[config.mk]
export PLATFORM = sky130hd
export DESIGN_NAME = uart_tx_feeder
export DESIGN_NICKNAME = d
export VERILOG_FILES = /design/src/rtl/uart_tx_feeder.sv
export SDC_FILE = /design/constraint.sdc
export NUM_CORES = 1
export LEC_CHECK = 0
export ABC_AREA = 0
export BUFFER_PORTS_ARGS = -buffer_cell sky130_fd_sc_hd__buf_2
export CAP_MARGIN = 20
export CORE_MARGIN = 2
export CORE_UTILIZATION = 54
export DETAILED_ROUTE_END_ITERATION = 6
export GPL_ROUTABILITY_DRIVEN = 0
export PLACE_DENSITY_LB_ADDON = 0.2
export SYNTH_ARGS = -nofsm -noshare
export SYNTH_HDL_FRONTEND = slang
export SYNTH_SLANG_ARGS = --single-unit
[constraint.sdc]
create_clock -name CLK -period 3.02 [get_ports CLK]
set_input_delay 0.151 -clock CLK [delete_from_list [all_inputs] [get_ports CLK]]
set_output_delay 0.151 -clock CLK [all_outputs]
set_load 0.005 [all_outputs]
[src/rtl/uart_tx_feeder.sv]
// uart_tx_feeder: byte FIFO plus ACT/FLAG_TXE launch sequencer
// sitting directly in front of the UART transmitter.
module uart_tx_feeder #(
  parameter int FIFO_DEPTH = 16,
  parameter int ADDR_W     = 4,
  parameter int START_TMO  = 64
) (
  input  logic            CLK,
  input  logic            RST_N,
  input  logic            WR_EN,
  input  logic [7:0]      WR_DATA,
  output logic            FULL,
  output logic            EMPTY,
  output logic [ADDR_W:0] LEVEL,
  output logic            OVF,
  input  logic            OVF_CLR,
  output logic            BUSY,
  output logic            ACT,
  output logic [7:0]      TDR,
  input  logic            FLAG_TXE,
  output logic [7:0]      TMO_CNT
);

  localparam int TW =
    (START_TMO > 1) ? $clog2(START_TMO) : 1;
  localparam logic [ADDR_W:0] DEPTH =
    (ADDR_W+1)'(FIFO_DEPTH);
  localparam logic [TW-1:0] TMO_LAST =
    TW'(START_TMO - 1);

  typedef enum logic [2:0] {
    IDLE,
    LOAD,
    START,
    RETRY,
    WAIT
  } state_t;

  state_t state_q;
  state_t state_d;

  logic [7:0]        mem [FIFO_DEPTH];
  logic [ADDR_W-1:0] wptr;
  logic [ADDR_W-1:0] rptr;
  logic [ADDR_W:0]   level;
  logic              ovf;
  logic              act;
  logic [7:0]        tdr;
  logic [7:0]        tmo_cnt;
  logic [TW-1:0]     tmo_q;
  logic [1:0]        rty_q;

  logic full;
  logic empty;
  logic wr_ok;
  logic pop;
  logic tmo_hit;
  logic act_d;

  assign full  = (level == DEPTH);
  assign empty = (level == '0);
  assign wr_ok = WR_EN && !full;

  assign FULL    = full;
  assign EMPTY   = empty;
  assign LEVEL   = level;
  assign OVF     = ovf;
  assign BUSY    = (state_q != IDLE);
  assign ACT     = act;
  assign TDR     = tdr;
  assign TMO_CNT = tmo_cnt;

  always_ff @(posedge CLK) begin
    if (wr_ok) begin
      mem[wptr] <= WR_DATA;
    end
  end

  always_ff @(posedge CLK or negedge RST_N) begin
    if (!RST_N) begin
      wptr  <= '0;
      rptr  <= '0;
      level <= '0;
    end else begin
      if (wr_ok) begin
        wptr <= wptr + 1'b1;
      end
      if (pop) begin
        rptr <= rptr + 1'b1;
      end
      case ({wr_ok, pop})
        2'b10:   level <= level + 1'b1;
        2'b01:   level <= level - 1'b1;
        default: level <= level;
      endcase
    end
  end

  // a rejected write outranks a same-cycle clear
  always_ff @(posedge CLK or negedge RST_N) begin
    if (!RST_N) begin
      ovf <= 1'b0;
    end else if (WR_EN && full) begin
      ovf <= 1'b1;
    end else if (OVF_CLR) begin
      ovf <= 1'b0;
    end
  end

  always_comb begin
    state_d = state_q;
    pop     = 1'b0;
    tmo_hit = 1'b0;
    unique case (state_q)
      IDLE: begin
        if (!empty && FLAG_TXE) begin
          pop     = 1'b1;
          state_d = LOAD;
        end
      end
      LOAD: begin
        state_d = START;
      end
      START: begin
        if (!FLAG_TXE) begin
          state_d = WAIT;
        end else if (tmo_q == TMO_LAST) begin
          tmo_hit = 1'b1;
          state_d = RETRY;
        end
      end
      RETRY: begin
        // RETRY plus LOAD keep ACT low four cycles
        if (rty_q == 2'd2) begin
          state_d = LOAD;
        end
      end
      WAIT: begin
        if (FLAG_TXE) begin
          state_d = IDLE;
        end
      end
      default: begin
        state_d = IDLE;
      end
    endcase
  end

  assign act_d = (state_d == START);

  always_ff @(posedge CLK or negedge RST_N) begin
    if (!RST_N) begin
      state_q <= IDLE;
      act     <= 1'b0;
    end else begin
      state_q <= state_d;
      act     <= act_d;
    end
  end

  always_ff @(posedge CLK or negedge RST_N) begin
    if (!RST_N) begin
      tdr <= 8'h00;
    end else if (pop) begin
      tdr <= mem[rptr];
    end
  end

  // zero outside START, so it restarts on each entry
  always_ff @(posedge CLK or negedge RST_N) begin
    if (!RST_N) begin
      tmo_q <= '0;
      rty_q <= '0;
    end else begin
      if (state_q == START) begin
        tmo_q <= tmo_q + 1'b1;
      end else begin
        tmo_q <= '0;
      end
      if (state_q == RETRY) begin
        rty_q <= rty_q + 1'b1;
      end else begin
        rty_q <= '0;
      end
    end
  end

  always_ff @(posedge CLK or negedge RST_N) begin
    if (!RST_N) begin
      tmo_cnt <= 8'h00;
    end else if (tmo_hit && tmo_cnt != 8'hFF) begin
      tmo_cnt <= tmo_cnt + 1'b1;
    end
  end

endmodule

Word level (Yosys, flattened, before mapping)
Memories as Yosys holds them, arrays and structs flattened. A register that Yosys moved wholly into a read port is not among the register bits.
Cells that the tools add are included.

word-level totals
  bits in writable memories = 128
  register bits after elaboration = 34
  output and inout bits = 26
  memories kept = 1
  word-level logic and storage cells = 58
  bits of input ports = 13

memory list
  name  depth  width  rd ports  clocked after Yosys merged registers in  write ports  line  text
  mem   16     8      1         1                                        1            42    logic [7:0] mem [FIFO_DEPTH];

operators by class
  reduce and logical (&&, ||, !) cells = 12
  muxes and demuxes = 18
  add/subtract/negate cells = 7
  equality and inequality tests = 11

operators by type and width
  kind                   count
  $mux W3                5
  $pmux W3 S5            1
  $pmux W5 S2            1
  $eq A3 B2 Y1 const B   3
  $mux W1                9
  $add A4 B1 Y4 const B  2
  $add A8 B1 Y8 const B  1
  $ne A8 B8 Y1 const B   1
  $add A6 B1 Y6 const B  1
  $eq A6 B6 Y1 const B   1
  $mux W6                1
  $add A5 B1 Y5 const B  1
  $eq A5 B5 Y1 const B   1
  $logic_not A5 Y1       1
  $sub A5 B1 Y5 const B  1
  $eq A2 B2 Y1 const B   2
  $logic_and A1 B1 Y1    4
  $reduce_bool A2 Y1     2
  $eq A3 B1 Y1 const B   1
  $eq A3 B3 Y1 const B   1
  $logic_not A1 Y1       3
  $logic_not A3 Y1       1
  $reduce_bool A3 Y1     1
  $add A2 B1 Y2 const B  1
  2 further kinds        2

Depth between registers and ports, before layout
Gate-level depths: netlist (run 1).

  depth in word-level cells = 7
  depth in mapped cells = 12
  gate-level depth less buffers = 10

Worst setup path before layout (run 1)
No wires, ideal clock.

  kind = reg-to-reg
  from = reg level[1], in the netlist LEVEL[1]
  to = reg level[4], in the netlist LEVEL[4]
  path slack = 138 ps
  buffers on the path = 2
  library setup time = 130 ps
  cell stages (with the launch flop) = 13
  data arrival time = 2752 ps
  period minus slack after synthesis = 2882 ps
  data required time = 2890 ps
  cells stage by stage = dfrtp_1 -> buf_6 -> or4_4 -> o211ai_4 -> inv_4 -> ha_1 -> clkbuf_1 -> xor2_1 -> ha_1 -> o211a_1 -> o31ai_1 -> a31oi_1 -> xor2_1

on the way
  word-level cells in the longest chain between the ends = 7
  elaborated cells between the ends (all ways) = 14
  those cells by class = 2 x add/sub; 3 x eq/ne; 3 x mux; 6 x reduce/logical

ends and longest elaborated chain
  what                                               line  text
  start: declaration                                 45    logic [ADDR_W:0] level;
  start signal: assignment                           92    2'b10: level <= level + 1'b1;
  start signal: assignment                           93    2'b01: level <= level - 1'b1;
  start signal: assignment                           94    default: level <= level;
  $logic_not A5 Y1 *                                 61    assign empty = (level == '0);
  $logic_not A1 Y1 *                                 116   if (!empty && FLAG_TXE) begin
  $logic_and A1 B1 Y1 *                              116
  $mux W1 *                                          116
  $mux W1 *                                          114   unique case (state_q)
  net pop                                            56    logic pop;
  $eq A2 B1 Y1 or $eq A2 B2 Y1 (tied branches)       91    case ({wr_ok, pop})
  $pmux W5 S2 or $reduce_bool A2 Y1 (tied branches)  n/a

The timed path passes the listed nets; every way through them passes the cells marked *.
A chain may end at the register's enable or synchronous reset.

Worst setup path in the final report (run 1)
Same ends and word-level chain as after synthesis.

==> results by group, run 1 <==
Outcome
  • Status: complete, no violations

Placed design
  • HPWL after detailed placement: 8430 um
  • Setup WS pre-CTS: 0.128 ns
  • Port bufs: 38
  • Cells after DPL: 617

Detailed routing
  • Drt pass-1 iters: 4
  • Met3 Routed Length: 635 um
  • Final antenna-violating net count: 0
  • Top sig layer: met4
  • Routed len/inst: 19.1 um
  • WL final: 12,400 um
  • WL met1: 5140 um
  • DRC: 0
  • DR WL met2: 6500 um
  • Vias: 3,687
  • Via density per instance: 5.65
  • Iter 0 DRT Violations: 275

Global route
  • Vias in the first global route: 3,863
  • Global-route wire length before repair: 20,500 um
  • Pin count of the biggest net entering global routing: 43
  • Initial antenna violation count: 0
  • Total track usage: 19.5%
  • Total grt overflow: 0

CTS
  • CTS tree: done
  • Clock Sinks: 170
  • CTS Buffer Depth: 2
  • CTS clock-pin slew for the worst setup and hold paths: 0.06 ns
  • TritonCTS Buffers: 17
  • Skew-Pair Late Insertion Delay: 0.42 ns
  • CTS root buf: clkbuf_16
  • H-tree depth: 4
  • Setup bufs post-CTS: 0

Finish
  • Nets: 493
  • Fin cells: 652
  • Number of antenna diodes: 0
  • Share of cells above drive strength 1: 28.5%
  • Area delta synth->final: 15.7%

Setup path
  • R2R setup slack: 0.22 ns
  • Crit path required time: 3.31 ns
  • Worst Setup Path Type: register to register
  • Slowest-stage cell, CP: or4_4
  • Most used cell, CP: xor2_1
  • Worst stage delay on the critical path: 0.59 ns
  • Crit path cell chain: or4_4 > o211ai_4 > inv_4 > ha_2 > xor2_1 > ha_1 > o211a_1 > o31ai_1 > a31oi_1 > xor2_1
  • Arrival @ worst endpoint: 3.10 ns
  • Worst-path fanout max: 9
  • Crit. End Element: register
  • Startpoint Class: register

STA
  • Final setup TNS: 0 ns
  • Worst-Margin Slew: 0.937 ns
  • Layout Skew: 0.00626 ns
  • Final min period: 2.80 ns
  • F_max: 0.357 GHz
  • Fin. max-slew vios: 0
  • Relative max-transition margin: 37.5%
  • RSZ-0062 raised after global routing: no
  • Setup violations, final: 0
  • Final period util: 92.8%
  • Hold Vio Cnt, Final: 0
  • Worst Slack Setup Final: 0.219 ns

Yosys
  • Mapped Cells: 404
  • Post-synth EDFFs: 128
  • Post-synthesis cell type count: 45
  • Synth Cell Area: 6980 um^2
  • Post-synth ARST share: 24.7%
  • Top FF cell, synth: edfxtp_1
  • Sequential-to-total area share from yosys stat: 70.1%
  • Syn_area_per_cell: 17.3 um^2
  • Synthesized Nets: 429
  • Yosys Warn Count: 0
  • #FFs+latches synth: 170

Die
  • Die Y: 118 um
  • Num rows: 41
  • I/O pins: 39
  • Die Wd: 118 um
  • Initial Util: 55.3%
  • Die area: 13,900 um^2
  • Core area: 12,600 um^2

Run
  • Max_cap viols: 0

Power and ir drop
  • Pwr Density: 904 nW/um^2
  • Worst VDD drop: 0.372 mV
  • Leak pwr: 0.00303 uW
  • Tot Pwr: 7300 uW

Min path
  • HP Class: primary input to register
-- layout by cell type, fill, tap and decap left out, drive strengths merged, types with 8 or more instances in the layout --
master,n
xnor2,16
clkbuf,18
nor2,26
mux2i,14
dfrtp,42
ha,12
inv,14
edfxtp,128
nand3,9
nor3,8
o21ai,10
nand2,19
mux2,8
mux4,32
buf,61
-- per-layer routing --
layer | vias to the layer above | GRT usage (%)
met5 | - | 0
met4 | 0 | 7.38
met3 | 16 | 4.46
met2 | 83 | 32.1
met1 | 1915 | 25.7
li1 | 1673 | -
-- worst paths after layout --
check | from | endpoint | cells past startpoint
worst max-delay path | LEVEL[1] | LEVEL[4] | 10
min in group asynchronous | RST_N | ACT | 2
worst min register to register | rty_q[0] | rty_q[0] | 1
max in group asynchronous | RST_N | rptr[0] | 2
worst max register to register | LEVEL[1] | LEVEL[4] | 10
worst min-delay path | WR_DATA[1] | mem[15][1] | 1
-- registers in the layout, indices dropped and copies added, names as in the netlist --
signal   count
rty_q        2
state_q      3
LEVEL        5
OVF          1
rptr         4
mem        128
TDR          8
ACT          1
wptr         4
tmo_q        6
TMO_CNT      8
-- power by group --
part / internal (uW) / switching [uW] / leakage (uW) / total, uW
registers: 2880 / 329 / 0.00170 / 3210
logic: 1030 / 979 / 0.00106 / 2010
clock network: 1220 / 874 / 0.000267 / 2090
-- repair_timing --
action / CTS / global route
endpoints found under the hold margin: 44 / 0
gates resized for setup: 0 / 1
endpoints found under the setup margin: 0 / 1
hold buffers: 4 / 0
-- synthesized netlist by cell type (2+ instances only) --
cell	instances	area (um^2)
edfxtp_1	128	3840
dfrtp_1	42	1050
mux4_2	32	721
nor2_1	26	97.6
nand2_1	19	71.3
xnor2_1	16	140
mux2i_1	14	140
ha_1	12	150
o21ai_0	10	50.1
inv_1	9	33.8
nand3_1	9	45.0
buf_2	8	40.0
mux2_2	8	90.1
xor2_1	7	61.3
a21oi_1	6	30.0
nor3_1	6	30.0
nand4_1	5	31.3
and3_1	4	25.0
buf_4	4	30.0
clkbuf_1	4	15.0
a22o_1	3	26.3
and2_1	3	18.8
nand2b_1	3	18.8
nor2b_1	3	18.8
a211o_1	2	17.5
buf_1	2	7.51
-- critical path: cells and delay by family, from the launching register on --
| kind | cells | cell delay, ns |
|---|---|---|
| buffers and inverters | 1 | 0.07 |
| AOI/OAI and AO/OA | 4 | 0.77 |
| and+or+nand+nor | 1 | 0.59 |
| xor gates and xnor gates | 2 | 0.31 |
| DFF | 1 | 0.47 |
| adders and majority gates | 2 | 0.46 |
-- kinds of logic (layout without fill, tap and decap cells) --
family          after synthesis  in the layout  synth area share [%]
compound gates               30             30                  3.01
xor+xnor                     23             23                  2.88
fa+ha+maj                    12             12                  2.15
buf+inv                      30            106                  2.13
flops                       170            170                  70.1
mux                          54             54                  13.6
simple gates                 85             85                  6.11
-- per-stage QoR --
stage	hold WS (ns)	utilization, %	instance area (um^2)
finish	0.110	64.0	8080
global route	0.108	64.0	8080
CTS	0.0923	64.0	8080
detailed placement	0.350	59.2	7470
global placement	0.342	59.2	7470
floorplan	-0.145	-	6980
-- layout make-up --
| class | count | area, um^2 |
|---|---|---|
| Timing Repair Buffer | 65 | 415 |
| Sequential cell | 170 | 4900 |
| Multi-Input combinational cell | 204 | 1940 |
| Fill cell | 905 | 4540 |
| Tap cell | 172 | 215 |
| Inverter | 10 | 40.0 |
| Clock buffer | 18 | 429 |
| Clock inverter | 13 | 143 |
Power figures use the tool's default switching activity.
==> run 2: changes to the inputs <==
--- a/config.mk
+++ b/config.mk
@@ -9,7 +9,7 @@
 export BUFFER_PORTS_ARGS = -buffer_cell sky130_fd_sc_hd__buf_2
 export CAP_MARGIN = 20
 export CORE_MARGIN = 2
-export CORE_UTILIZATION = 54
+export CORE_UTILIZATION = 55
 export DETAILED_ROUTE_END_ITERATION = 6
 export GPL_ROUTABILITY_DRIVEN = 0
 export PLACE_DENSITY_LB_ADDON = 0.2
==> constraint.sdc (replaced) <==
create_clock -name CLK -period 3.5 [get_ports CLK]
set_input_delay 0.175 -clock CLK [delete_from_list [all_inputs] [get_ports CLK]]
set_output_delay 0.175 -clock CLK [all_outputs]
set_load 0.005 [all_outputs]
==> results by group, run 2 (synthesis results as in run 1) <==
Min path
  • HP Class: primary input to register

Setup path
  • Crit. End Element: register
  • Startpoint Class: register
  • Crit path cell chain: nor4_1 > a21boi_1 > inv_1 > ha_1 > xor2_1 > ha_1 > o211a_1 > o31ai_1 > a31oi_1 > xor2_1
  • Worst-path fanout max: 10
  • Arrival @ worst endpoint: 3.22 ns
  • Worst stage delay on the critical path: 0.61 ns
  • Worst Setup Path Type: register to register
  • Slowest-stage cell, CP: a21boi_1
  • Crit path required time: 3.79 ns

Die
  • Die Wd: 117 um
  • I/O pins: 39
  • Num rows: 41
  • Initial Util: 55.8%
  • Die Y: 117 um
  • Die area: 13,600 um^2
  • Core area: 12,500 um^2

Finish
  • Biggest register: mem
  • Commonest non-fill, non-tap cell in the layout: edfxtp_1
  • Fin cells: 637
  • Design Area, Final: 7960 um^2
  • Share of cells above drive strength 1: 26.2%
  • Max FFs per register: 128
  • Commonest cells after routing, fill and taps aside: edfxtp_1 (128), dfrtp_1 (41), buf_2 (38), mux4_2 (32), nor2_1 (26)
  • Number of antenna diodes: 0
  • Nets: 478
  • Area delta synth->final: 14.0%

Placed design
  • Port bufs: 38
  • Placed Area: 7360 um^2
  • Cells after DPL: 603
  • Setup WS pre-CTS: 0.635 ns
  • HPWL after detailed placement: 7700 um

CTS
  • Setup bufs post-CTS: 0
  • H-tree depth: 4
  • CTS tree: done
  • CTS root buf: clkbuf_16
  • CTS Buffer Depth: 2
  • Cts repair resizes: 0
  • TritonCTS Buffers: 17
  • CTS clock-pin slew for the worst setup and hold paths: 0.06 ns
  • Clock Sinks: 170
  • Skew-Pair Late Insertion Delay: 0.42 ns
  • Hold buffers post-CTS: 3

Power and ir drop
  • Leak pwr: 0.00295 uW
  • Worst VDD drop: 0.367 mV
  • Pwr Density: 785 nW/um^2

STA
  • RSZ-0062 raised after global routing: no
  • Setup violations, final: 0
  • Hold Vio Cnt, Final: 0
  • Layout Skew: 0.00583 ns
  • Final min period: 2.93 ns
  • F_max: 0.341 GHz
  • Final setup TNS: 0 ns
  • Worst-Margin Slew: 0.973 ns
  • Final period util: 83.7%
  • Worst Slack Setup Final: 0.570 ns
  • Relative max-transition margin: 35.2%
  • Fin. max-slew vios: 0

Global route
  • Total grt overflow: 0
  • Initial antenna violation count: 0
  • Total track usage: 19.0%
  • Pin count of the biggest net entering global routing: 43
  • Global-route wire length before repair: 18,700 um
  • Vias in the first global route: 3,469

Detailed routing
  • Final antenna-violating net count: 0
  • Drt pass-1 iters: 4
  • Iter 0 DRT Violations: 188
  • WL final: 11,900 um
  • DRC: 0
  • Routed len/inst: 18.6 um
  • Vias: 3,481
  • Via density per instance: 5.46

Run
  • Max_cap viols: 0

Outcome
  • Status: complete, no violations
-- run 2: layout make-up --
type | instances | area, um^2
clock buffer | 19 | 433
multi-input combinational | 204 | 1940
tap | 172 | 215
inverter | 10 | 40.0
sequential | 170 | 4900
timing repair buffer | 50 | 300
clock inverter | 12 | 139
fill | 921 | 4550
-- run 2: final timing paths --
path / start / endpoint / slack [ns] / depth (start not counted)
setup / recovery: LEVEL[2] / LEVEL[4] / 0.57 / 10
hold / removal: OVF_CLR / OVF / 0.04 / 3
setup reg to reg: LEVEL[2] / LEVEL[4] / 0.57 / 10
hold reg to reg: rty_q[0] / rty_q[0] / 0.43 / 1
max in group asynchronous: RST_N / rptr[0] / 2.43 / 2
min in group asynchronous: RST_N / LEVEL[2] / 0.44 / 2
-- run 2: metal layers --
| layer | vias to the layer above | track usage, % | wire length (um) |
|---|---|---|---|
| met3 | 19 | 4.46 | 483 |
| met5 | - | 0 | 0 |
| met2 | 66 | 30.3 | 5910 |
| met1 | 1754 | 25.7 | 5250 |
| li1 | 1642 | - | - |
| met4 | 0 | 7.69 | 204 |
-- run 2: through the flow --
stage	power, uW	hold WS, ns	util, %
after floorplan	4030	-0.121	-
after global placement	4440	0.356	58.8
after detailed placement	4490	0.362	58.8
after CTS	6320	0.0240	63.6
after global routing	6600	0.0545	63.6
final	6250	0.0398	63.6
-- run 2: report_power, final --
part	internal [uW]	switching, uW
Sequential	2480	318
Clock	1050	752
Combinational	849	792
Total	4390	1860
-- run 2: worst max-delay path, delay by kind of cell (launching register included) --
kind            cells  cell delay [ns]
fa+ha+maj           2             0.57
buf+inv             1             0.14
flops               1             0.52
simple gates        1             0.11
xor+xnor            2             0.35
compound gates      4             1.11
